==> src/rtl/ram2p_fifo_ctrl_pkg.sv <==
// Shared constants for the 256x116 descriptor FIFO and its pointer-width helper.
package ram2p_fifo_ctrl_pkg;

  function automatic int clog2(input int value);
    int result;
    int remain;
    result = 0;
    remain = value - 1;
    while (remain > 0) begin
      result++;
      remain = remain >> 1;
    end
    return result;
  endfunction

  localparam int FIFO_DEPTH  = 256;
  localparam int FIFO_ADDR_W = clog2(FIFO_DEPTH);
  localparam int FIFO_DATA_W = 116;

endpackage

==> src/rtl/fifo_prefetch_buf.sv <==
// Two-entry register FIFO holding RAM read results; slot0 is the registered head.
module fifo_prefetch_buf
  import ram2p_fifo_ctrl_pkg::*;
#(
  parameter int DATA_W = FIFO_DATA_W
) (
  input  logic              clockCore,
  input  logic              resetCoreN,
  input  logic              capture,
  input  logic [DATA_W-1:0] captureData,
  input  logic              popFire,
  output logic [1:0]        outCount,
  output logic              popValid,
  output logic [DATA_W-1:0] popData
);

  logic [DATA_W-1:0] slot0;
  logic [DATA_W-1:0] slot1;

  always_ff @(posedge clockCore or negedge resetCoreN) begin
    if (!resetCoreN) begin
      slot0    <= '0;
      slot1    <= '0;
      outCount <= 2'd0;
    end else begin
      case ({capture, popFire})
        2'b10: begin
          if (outCount == 2'd0) slot0 <= captureData;
          else                  slot1 <= captureData;
          outCount <= outCount + 2'd1;
        end
        2'b01: begin
          slot0    <= slot1;
          outCount <= outCount - 2'd1;
        end
        2'b11: begin
          // Head leaves while a new entry lands: count holds, order shifts by one.
          if (outCount == 2'd1) begin
            slot0 <= captureData;
          end else begin
            slot0 <= slot1;
            slot1 <= captureData;
          end
        end
        default: ;
      endcase
    end
  end

  assign popValid = (outCount != 2'd0);
  assign popData  = slot0;

endmodule

==> src/rtl/ram2p_fifo_ctrl.sv <==
// First-word-fall-through FIFO sequencer around an external 2-port RAM with
// 1-cycle read latency; pointers and read issue live here, head data in the prefetch buffer.
module ram2p_fifo_ctrl
  import ram2p_fifo_ctrl_pkg::*;
#(
  parameter int DEPTH  = FIFO_DEPTH,
  parameter int ADDR_W = clog2(DEPTH),
  parameter int DATA_W = FIFO_DATA_W
) (
  input  logic              clockCore,
  input  logic              resetCoreN,
  input  logic              pushValid,
  output logic              pushReady,
  input  logic [DATA_W-1:0] pushData,
  output logic              popValid,
  input  logic              popReady,
  output logic [DATA_W-1:0] popData,
  output logic [ADDR_W:0]   level,
  output logic              ramEnableWrite,
  output logic [ADDR_W-1:0] ramAddressWrite,
  output logic [DATA_W-1:0] ramWriteData,
  output logic              ramEnableRead,
  output logic [ADDR_W-1:0] ramAddressRead,
  input  logic [DATA_W-1:0] ramReadData
);

  logic [ADDR_W:0] wrPtr;
  logic [ADDR_W:0] rdPtr;
  logic [ADDR_W:0] ramCount;
  logic            ramEmpty;
  logic            ramFull;
  logic            resetDone;
  logic            readPending;
  logic            pushFire;
  logic            popFire;
  logic            readIssue;
  logic [1:0]      outCount;
  logic [2:0]      bufDemand;

  assign ramCount = wrPtr - rdPtr;
  assign ramEmpty = (wrPtr == rdPtr);
  // Equivalent to "wrap bits differ, low bits equal" since ramCount never exceeds DEPTH.
  assign ramFull  = (ramCount == (ADDR_W+1)'(DEPTH));

  // resetDone keeps pushReady low while reset is held and for the release edge.
  assign pushReady = resetDone & ~ramFull;
  assign pushFire  = pushValid & pushReady;
  assign popFire   = popValid & popReady;

  // Entries the buffer will hold after this edge if nothing new is issued.
  assign bufDemand = 3'(outCount) + 3'(readPending) - 3'(popFire);
  assign readIssue = ~ramEmpty && (bufDemand < 3'd2);

  always_ff @(posedge clockCore or negedge resetCoreN) begin
    if (!resetCoreN) begin
      wrPtr       <= '0;
      rdPtr       <= '0;
      readPending <= 1'b0;
      resetDone   <= 1'b0;
    end else begin
      resetDone   <= 1'b1;
      readPending <= readIssue;
      if (pushFire)  wrPtr <= wrPtr + (ADDR_W+1)'(1);
      if (readIssue) rdPtr <= rdPtr + (ADDR_W+1)'(1);
    end
  end

  assign ramEnableWrite  = pushFire;
  assign ramAddressWrite = wrPtr[ADDR_W-1:0];
  assign ramWriteData    = pushData;
  assign ramEnableRead   = readIssue;
  assign ramAddressRead  = rdPtr[ADDR_W-1:0];

  fifo_prefetch_buf #(
    .DATA_W (DATA_W)
  ) uPrefetch (
    .clockCore   (clockCore),
    .resetCoreN  (resetCoreN),
    .capture     (readPending),
    .captureData (ramReadData),
    .popFire     (popFire),
    .outCount    (outCount),
    .popValid    (popValid),
    .popData     (popData)
  );

  assign level = ramCount + (ADDR_W+1)'(readPending) + (ADDR_W+1)'(outCount);

endmodule

==> config.mk <==
export PLATFORM = sky130hd
export DESIGN_NAME = ram2p_fifo_ctrl
export DESIGN_NICKNAME = d
export VERILOG_FILES = /design/src/rtl/ram2p_fifo_ctrl_pkg.sv /design/src/rtl/fifo_prefetch_buf.sv /design/src/rtl/ram2p_fifo_ctrl.sv
export SDC_FILE = /design/constraint.sdc
export NUM_CORES = 1
export LEC_CHECK = 0
export CORE_AREA = 2 2 195 197
export CTS_CLUSTER_DIAMETER = 120
export CTS_CLUSTER_SIZE = 28
export DETAILED_ROUTE_END_ITERATION = 16
export DIE_AREA = 0 0 197 199
export MAX_ROUTING_LAYER = met4
export PLACE_DENSITY_LB_ADDON = 0.15
export SYNTH_ARGS = -nofsm -noshare
export SYNTH_HDL_FRONTEND = slang
export SYNTH_SLANG_ARGS = --single-unit
==> constraint.sdc <==
create_clock -name clockCore -period 4.6 [get_ports clockCore]
set_input_delay 0.46 -clock clockCore [delete_from_list [all_inputs] [get_ports clockCore]]
set_output_delay 0.46 -clock clockCore [all_outputs]
set_load 0.01 [all_outputs]
## Word level (Yosys, flattened, before mapping)

Cells that the tools add are included.

- Bits in registers: 254
- Output and inout bits: 261
- Word-level logic and storage cells: 46

- $add $sub $neg: 9
- Eq/ne operators: 9
- Reductions and logical operators: 8
- Bitwise operators: 5
- $lt $le $gt $ge: 1
- Muxes and demuxes: 7

Operator list:

| cell | count |
|---|---|
| 2-to-1 mux 116 bit | 4 |
| one-hot mux 116 bit (3 select lines) | 1 |
| one-hot mux 116 bit (2 select lines) | 1 |
| adder 9 x 1 -> 9 bit (second input constant) | 2 |
| adder 9 x 1 -> 9 bit | 1 |
| adder 9 x 2 -> 9 bit | 1 |
| equality test 9 bit | 1 |
| equality test 9 bit (second input constant) | 1 |
| subtractor 9 bit | 1 |
| nonzero test 2 bit | 3 |
| equality test 2 x 1 -> 1 bit (second input constant) | 2 |
| equality test 2 bit (second input constant) | 2 |
| inequality test 2 bit (second input constant) | 2 |
| one-hot mux 2 bit (2 select lines) | 1 |
| adder 2 x 1 -> 3 bit | 1 |
| bitwise AND 1 bit | 3 |
| less-than comparator 3 x 2 -> 1 bit (second input constant) | 1 |
| AND reduction 3 bit | 1 |
| nonzero test 3 bit | 1 |
| subtractor 3 x 1 -> 3 bit | 1 |
| adder 2 x 1 -> 2 bit (second input constant) | 1 |
| logical NOT 2 bit | 1 |
| inequality test 2 x 1 -> 1 bit (second input constant) | 1 |
| NOT 1 bit | 2 |
| 3 further kinds | 3 |

## Longest topological paths before layout

- Word-level depth: 5
- Gate-level depth with buffers: 13

## By module

From an unflattened synthesis, not the netlist that was laid out.

- Cell total of the unflattened synthesis: 1242
- Area total of the unflattened synthesis: 12909.9 µm²

Modules (own cells, without submodules):

| module | area an instance (µm²) | cells an instance | times used | sequential area each (µm²) |
|---|---|---|---|---|
| fifo_prefetch_buf | 10337.4 | 941 | 1 | 5855.6 |
| ram2p_fifo_ctrl | 2572.5 | 301 | 1 | 500.5 |

## Least setup slack after synthesis

OpenSTA, ideal clock, no wires.

- Path kind: flip-flop to flip-flop
- From: register uPrefetch.outCount[1]
- To: register rdPtr[5]
- Required time: 4.520 ns
- Arrival time: 3.178 ns
- Buffers on the path: 0
- Cell stages (with the launch flop): 14
- Period minus slack after synthesis: 3.258 ns
- Path slack: 1.342 ns
- Path through: dfrtp_1 inv_1 ha_1 inv_1 nand2_1 inv_1 ha_1 nor2_1 fa_1 xnor2_1 a311oi_1 nand4_1 nor3_1 xnor2_1

- Word-level cells in the longest chain between the ends: 5
- Elaborated cells between the ends (all ways): 6
- Those cells by class: 2 x add/sub; 1 x order compare; 1 x bitwise; 2 x reduce/logical

Ends and longest elaborated chain:

| element | line | RTL |
|---|---|---|
| from (decl) | fifo_prefetch_buf.sv:12 | `output logic [1:0] outCount,` |
| from (signal assigned) | fifo_prefetch_buf.sv:30 | `outCount <= outCount + 2'd1;` |
| from (signal assigned) | fifo_prefetch_buf.sv:34 | `outCount <= outCount - 2'd1;` |
| nonzero test 2 bit | fifo_prefetch_buf.sv:50 | `assign popValid = (outCount != 2'd0);` |
| net popValid | ram2p_fifo_ctrl.sv:15 | `output logic popValid,` |
| bitwise AND 1 bit | ram2p_fifo_ctrl.sv:48 | `assign popFire = popValid & popReady;` |
| subtractor 3 x 1 -> 3 bit | ram2p_fifo_ctrl.sv:51 | `assign bufDemand = 3'(outCount) + 3'(readPending) - 3'(popFire);` |
| less-than comparator 3 x 2 -> 1 bit | ram2p_fifo_ctrl.sv:52 | `assign readIssue = ~ramEmpty && (bufDemand < 3'd2);` |
| logical AND 1 bit | ram2p_fifo_ctrl.sv:52 |  |
| net ramEnableRead | ram2p_fifo_ctrl.sv:22 | `output logic ramEnableRead,` |
| to (signal assigned) | ram2p_fifo_ctrl.sv:64 | `if (readIssue) rdPtr <= rdPtr + (ADDR_W+1)'(1);` |
| to (decl) | ram2p_fifo_ctrl.sv:28 | `logic [ADDR_W:0] rdPtr;` |

The timed path passes the listed nets, and every way through them passes these cells.
A chain may end at the register's enable or synchronous reset.

## Final worst setup path

- From: register wrPtr[0]
- To: output ramEnableWrite

- Word-level cells in the longest chain between the ends: 5

Ends and longest elaborated chain:

| element | line | RTL |
|---|---|---|
| from (decl) | ram2p_fifo_ctrl.sv:27 | `logic [ADDR_W:0] wrPtr;` |
| from (signal assigned) | ram2p_fifo_ctrl.sv:63 | `if (pushFire) wrPtr <= wrPtr + (ADDR_W+1)'(1);` |
| subtractor 9 bit | ram2p_fifo_ctrl.sv:40 | `assign ramCount = wrPtr - rdPtr;` |
| equality test 9 bit | ram2p_fifo_ctrl.sv:43 | `assign ramFull = (ramCount == (ADDR_W+1)'(DEPTH));` |
| NOT 1 bit | ram2p_fifo_ctrl.sv:46 | `assign pushReady = resetDone & ~ramFull;` |
| bitwise AND 1 bit | ram2p_fifo_ctrl.sv:46 |  |
| bitwise AND 1 bit | ram2p_fifo_ctrl.sv:47 | `assign pushFire = pushValid & pushReady;` |
| to (decl) | ram2p_fifo_ctrl.sv:19 | `output logic ramEnableWrite,` |

No other way between the ends.

==> results.yml <==
clocking:
  cts_tree: "yes"
  cts-root-buf: "clkbuf_16"
  clk_latency_ns: 0.50
  post_cts_buffers: 0
  ctsLongestPathBuffers: 3
  clk_pin_slew_ns: 0.11
  cts_made_buffers: 13
  clock-sinks: 254
  htree_levels: 1
global_route:
  grt_util_met3_pct: 11.6
  antenna_found_initial: 3
  first_global_vias: 8188
  grt_first_pass_wirelength_um: 53700
  grt.total_usage_pct: 18.6
  grt_max_degree: 117
  global_route.usage.met2_pct: 29.6
  busiest_layer: "met2"
  grt_use_met1_pct: 19.8
  gr-total-overflow: 0
worst_setup_path:
  crit_top_cell: "inv_1"
  crit_fanout: 10
  timing_worst_setup_path_type: "reg2out"
  critPathRequiredTime_ns: 4.14
  cp.arrival_ns: 3.71
  crit_buf_inv: 3
  cp.depth: 10
  cp-start-kind: "flip-flop"
  path_cells: "inv_1 -> ha_1 -> inv_1 -> fa_1 -> a211oi_4 -> nor3_2 -> nor4_1 -> nor4_2 -> a31oi_4 -> clkdlybuf4s50_1"
  cp-end-kind: "primary output"
  slowest_delay_ns: 0.62
  path_delay_family: "buffers and inverters"
  reg2regPathDepth: 11
  critPathSlowestCell: "clkdlybuf4s50_1"
pwr:
  peakVddDrop_mv: 0.615
  power_mw: 11.1
  power_density_nw_per_um2: 761
  p_leak_nw: 6.04
sta:
  fin_skew_ns: 0.0197
  period_share_pct: 90.7
  fmax_mhz: 240
  grt_setup_unrepaired: "no"
  tightest_slew_ns: 0.892
  fin_crit_ns: 4.17
  tns_ns: 0
  relSlewSlack_pct: 40.4
  setup_viol: 0
  finalHoldViolCount: 0
  drv_slew: 0
logic_synthesis:
  avgSynthCellArea_sq_um: 11.1
  syn_inst: 1086
  synth_cell_type_count: 49
  synthArstFlopShare_pct: 100
  netlist_area_sq_um: 12100
  synth_ff_type: "dfrtp_1"
  synth_nets: 1344
  ys_seq_area_share_pct: 52.6
  synth_seq_cells: 254
  synth-edff-count: 0
  ys_warn_count: 0
floorplanning:
  io_pins: 497
  core_sq_um: 37100
  die_height_um: 199
  die_w_um: 197
  fp-row-count: 71
  start_util_pct: 32.5
  die_area_sq_um: 39200
min_path:
  hold_path_depth: 2
  min_path_type: "reg2reg"
placed_design:
  dpl.hpwl_um: 26100
  portBuffers: 264
  gp_congestion: 0.774
route:
  drt-initial-drc-count: 378
  via_per_inst: 4.97
  detail_route.wl_per_cell_um: 22.2
  drtPass1Iterations: 4
  ant_nets: 0
  vias: 8250
  wirelength_um: 36800
  drc: 0
outcome:
  outcome: "complete, no violations"
cells_and_area:
  drive_above_1_share_pct: 13.1
  nets: 1438
  fill_cells: 3694
  area_growth_pct: 21.3
flow_run:
  max_cap_violations: 0
[stage by stage]
step | utilization, % | hold WS [ns] | cell area (sq um) | setup WS [ns] | std cells
final | 39.5 | 0.489 | 14700 | 0.426 | 1659
after global routing | 39.5 | 0.514 | 14700 | 0.250 | 1659
after CTS | 39.4 | 0.496 | 14600 | 0.412 | 1656
after detailed placement | 38.4 | 0.470 | 14300 | 0.971 | 1638
after global placement | 38.4 | 0.460 | 14300 | 1.11 | 1638
after floorplan | - | 0.164 | 12100 | 1.34 | 1086
[cells in the mapped netlist, drive strengths merged, types with 4 or more instances]
| cell | n | area (sq um) |
|---|---|---|
| fa | 4 | 80.1 |
| inv | 22 | 82.6 |
| nor2b | 4 | 25.0 |
| nor3b | 4 | 30.0 |
| and3 | 4 | 25.0 |
| nor2 | 11 | 41.3 |
| nand4 | 8 | 50.1 |
| nand3 | 5 | 25.0 |
| mux2 | 117 | 1320 |
| dfrtp | 254 | 6360 |
| xor2 | 5 | 43.8 |
| buf | 140 | 1030 |
| xnor2 | 25 | 219 |
| a211oi | 4 | 42.5 |
| clkbuf | 58 | 218 |
| a22oi | 116 | 871 |
| nand2 | 130 | 488 |
| o21ai | 126 | 631 |
| ha | 18 | 225 |
[metal layers]
layer | part of all wire (%) | up-vias | wire (um)
met5 | 0 | - | 0
li1 | - | 3843 | -
met2 | 47 | 339 | 17200
met4 | 1.9 | 0 | 685
met3 | 15 | 37 | 5530
met1 | 36 | 4031 | 13400
[worst reg2reg max path: cells and delay by family, from the launching register on]
family,cells,cell delay (ns)
simple gates,4,0.89
xor+xnor,1,0.17
flops,1,0.43
fa+ha+maj,2,0.62
compound gates,2,0.72
buf+inv,2,0.18
[state kept, by name (all words and copies together), names as in the netlist]
name and flops:
uPrefetch.outCount 2, resetDone 1, uPrefetch.slot1 116, readPending 1, wrPtr 9, uPrefetch.popData 116, rdPtr 9
[path summary, 6_finish.rpt]
path | start | slack (ns) | endpoint
setup / recovery | wrPtr[0] | 0.43 | ramEnableWrite
min in group asynchronous | resetCoreN | 0.56 | uPrefetch.slot1[103]
hold reg to reg | uPrefetch.popData[26] | 0.49 | uPrefetch.popData[26]
hold / removal | uPrefetch.popData[26] | 0.49 | uPrefetch.popData[26]
setup reg to reg | wrPtr[0] | 1.51 | wrPtr[8]
max in group asynchronous | resetCoreN | 2.94 | uPrefetch.slot1[36]
[kinds of logic (layout without fill, tap and decap cells)]
family                     count (synthesis)  count (layout)  share of synthesized area, %
xor gates and xnor gates                  30              30                          2.18
AOI/OAI and AO/OA                        264             264                          14.3
DFF                                      254             254                          52.6
and+or+nand+nor                          178             178                          6.39
buffers and inverters                    220             316                          11.1
muxes                                    117             117                          10.9
adders and majority gates                 22              22                          2.53
other                                      1               4                        0.0310
[power breakdown]
part	switching, mW	internal, mW	leakage (nW)
sequential	0.607	3.32	3.08
clock	0.778	0.539	0.180
combinational	2.92	2.98	2.78
total	4.31	6.84	6.04
[area by class of cell]
type | instances | area [sq um] | share of cell area (%)
Sequential cell | 254 | 6360 | 43.4
Inverter | 22 | 82.6 | 0.564
Antenna cell | 3 | 7.51 | 0.0512
Clock inverter | 3 | 41.3 | 0.282
Timing Repair Buffer | 277 | 2820 | 19.3
Clock buffer | 14 | 329 | 2.25
Multi-Input combinational cell | 612 | 4420 | 30.2
Tap cell | 474 | 593 | 4.05
[placed cells by master (no fill, tap or decap), types with 4 or more instances in the layout]
| cell | count |
|---|---|
| clkdlybuf4s50_1 | 263 |
| dfrtp_1 | 254 |
| nand2_1 | 130 |
| o21ai_0 | 125 |
| a22oi_1 | 116 |
| mux2_2 | 116 |
| xnor2_1 | 25 |
| inv_1 | 22 |
| ha_1 | 18 |
| clkbuf_16 | 13 |
| nor2_1 | 11 |
| nand4_1 | 8 |
| buf_4 | 6 |
| buf_12 | 6 |
| xor2_1 | 5 |
| nand3_1 | 5 |
| nor2b_1 | 4 |
| nor3b_1 | 4 |
| and3_1 | 4 |
| fa_1 | 4 |
[what timing repair did]
action | in CTS | in global routing
endpoints found under the setup margin | 0 | 0
hold endpoints to repair | 56 | 0
resized for setup | 0 | 0
hold buffers | 1 | 0
No activity file was read; power rests on OpenSTA's default activity.
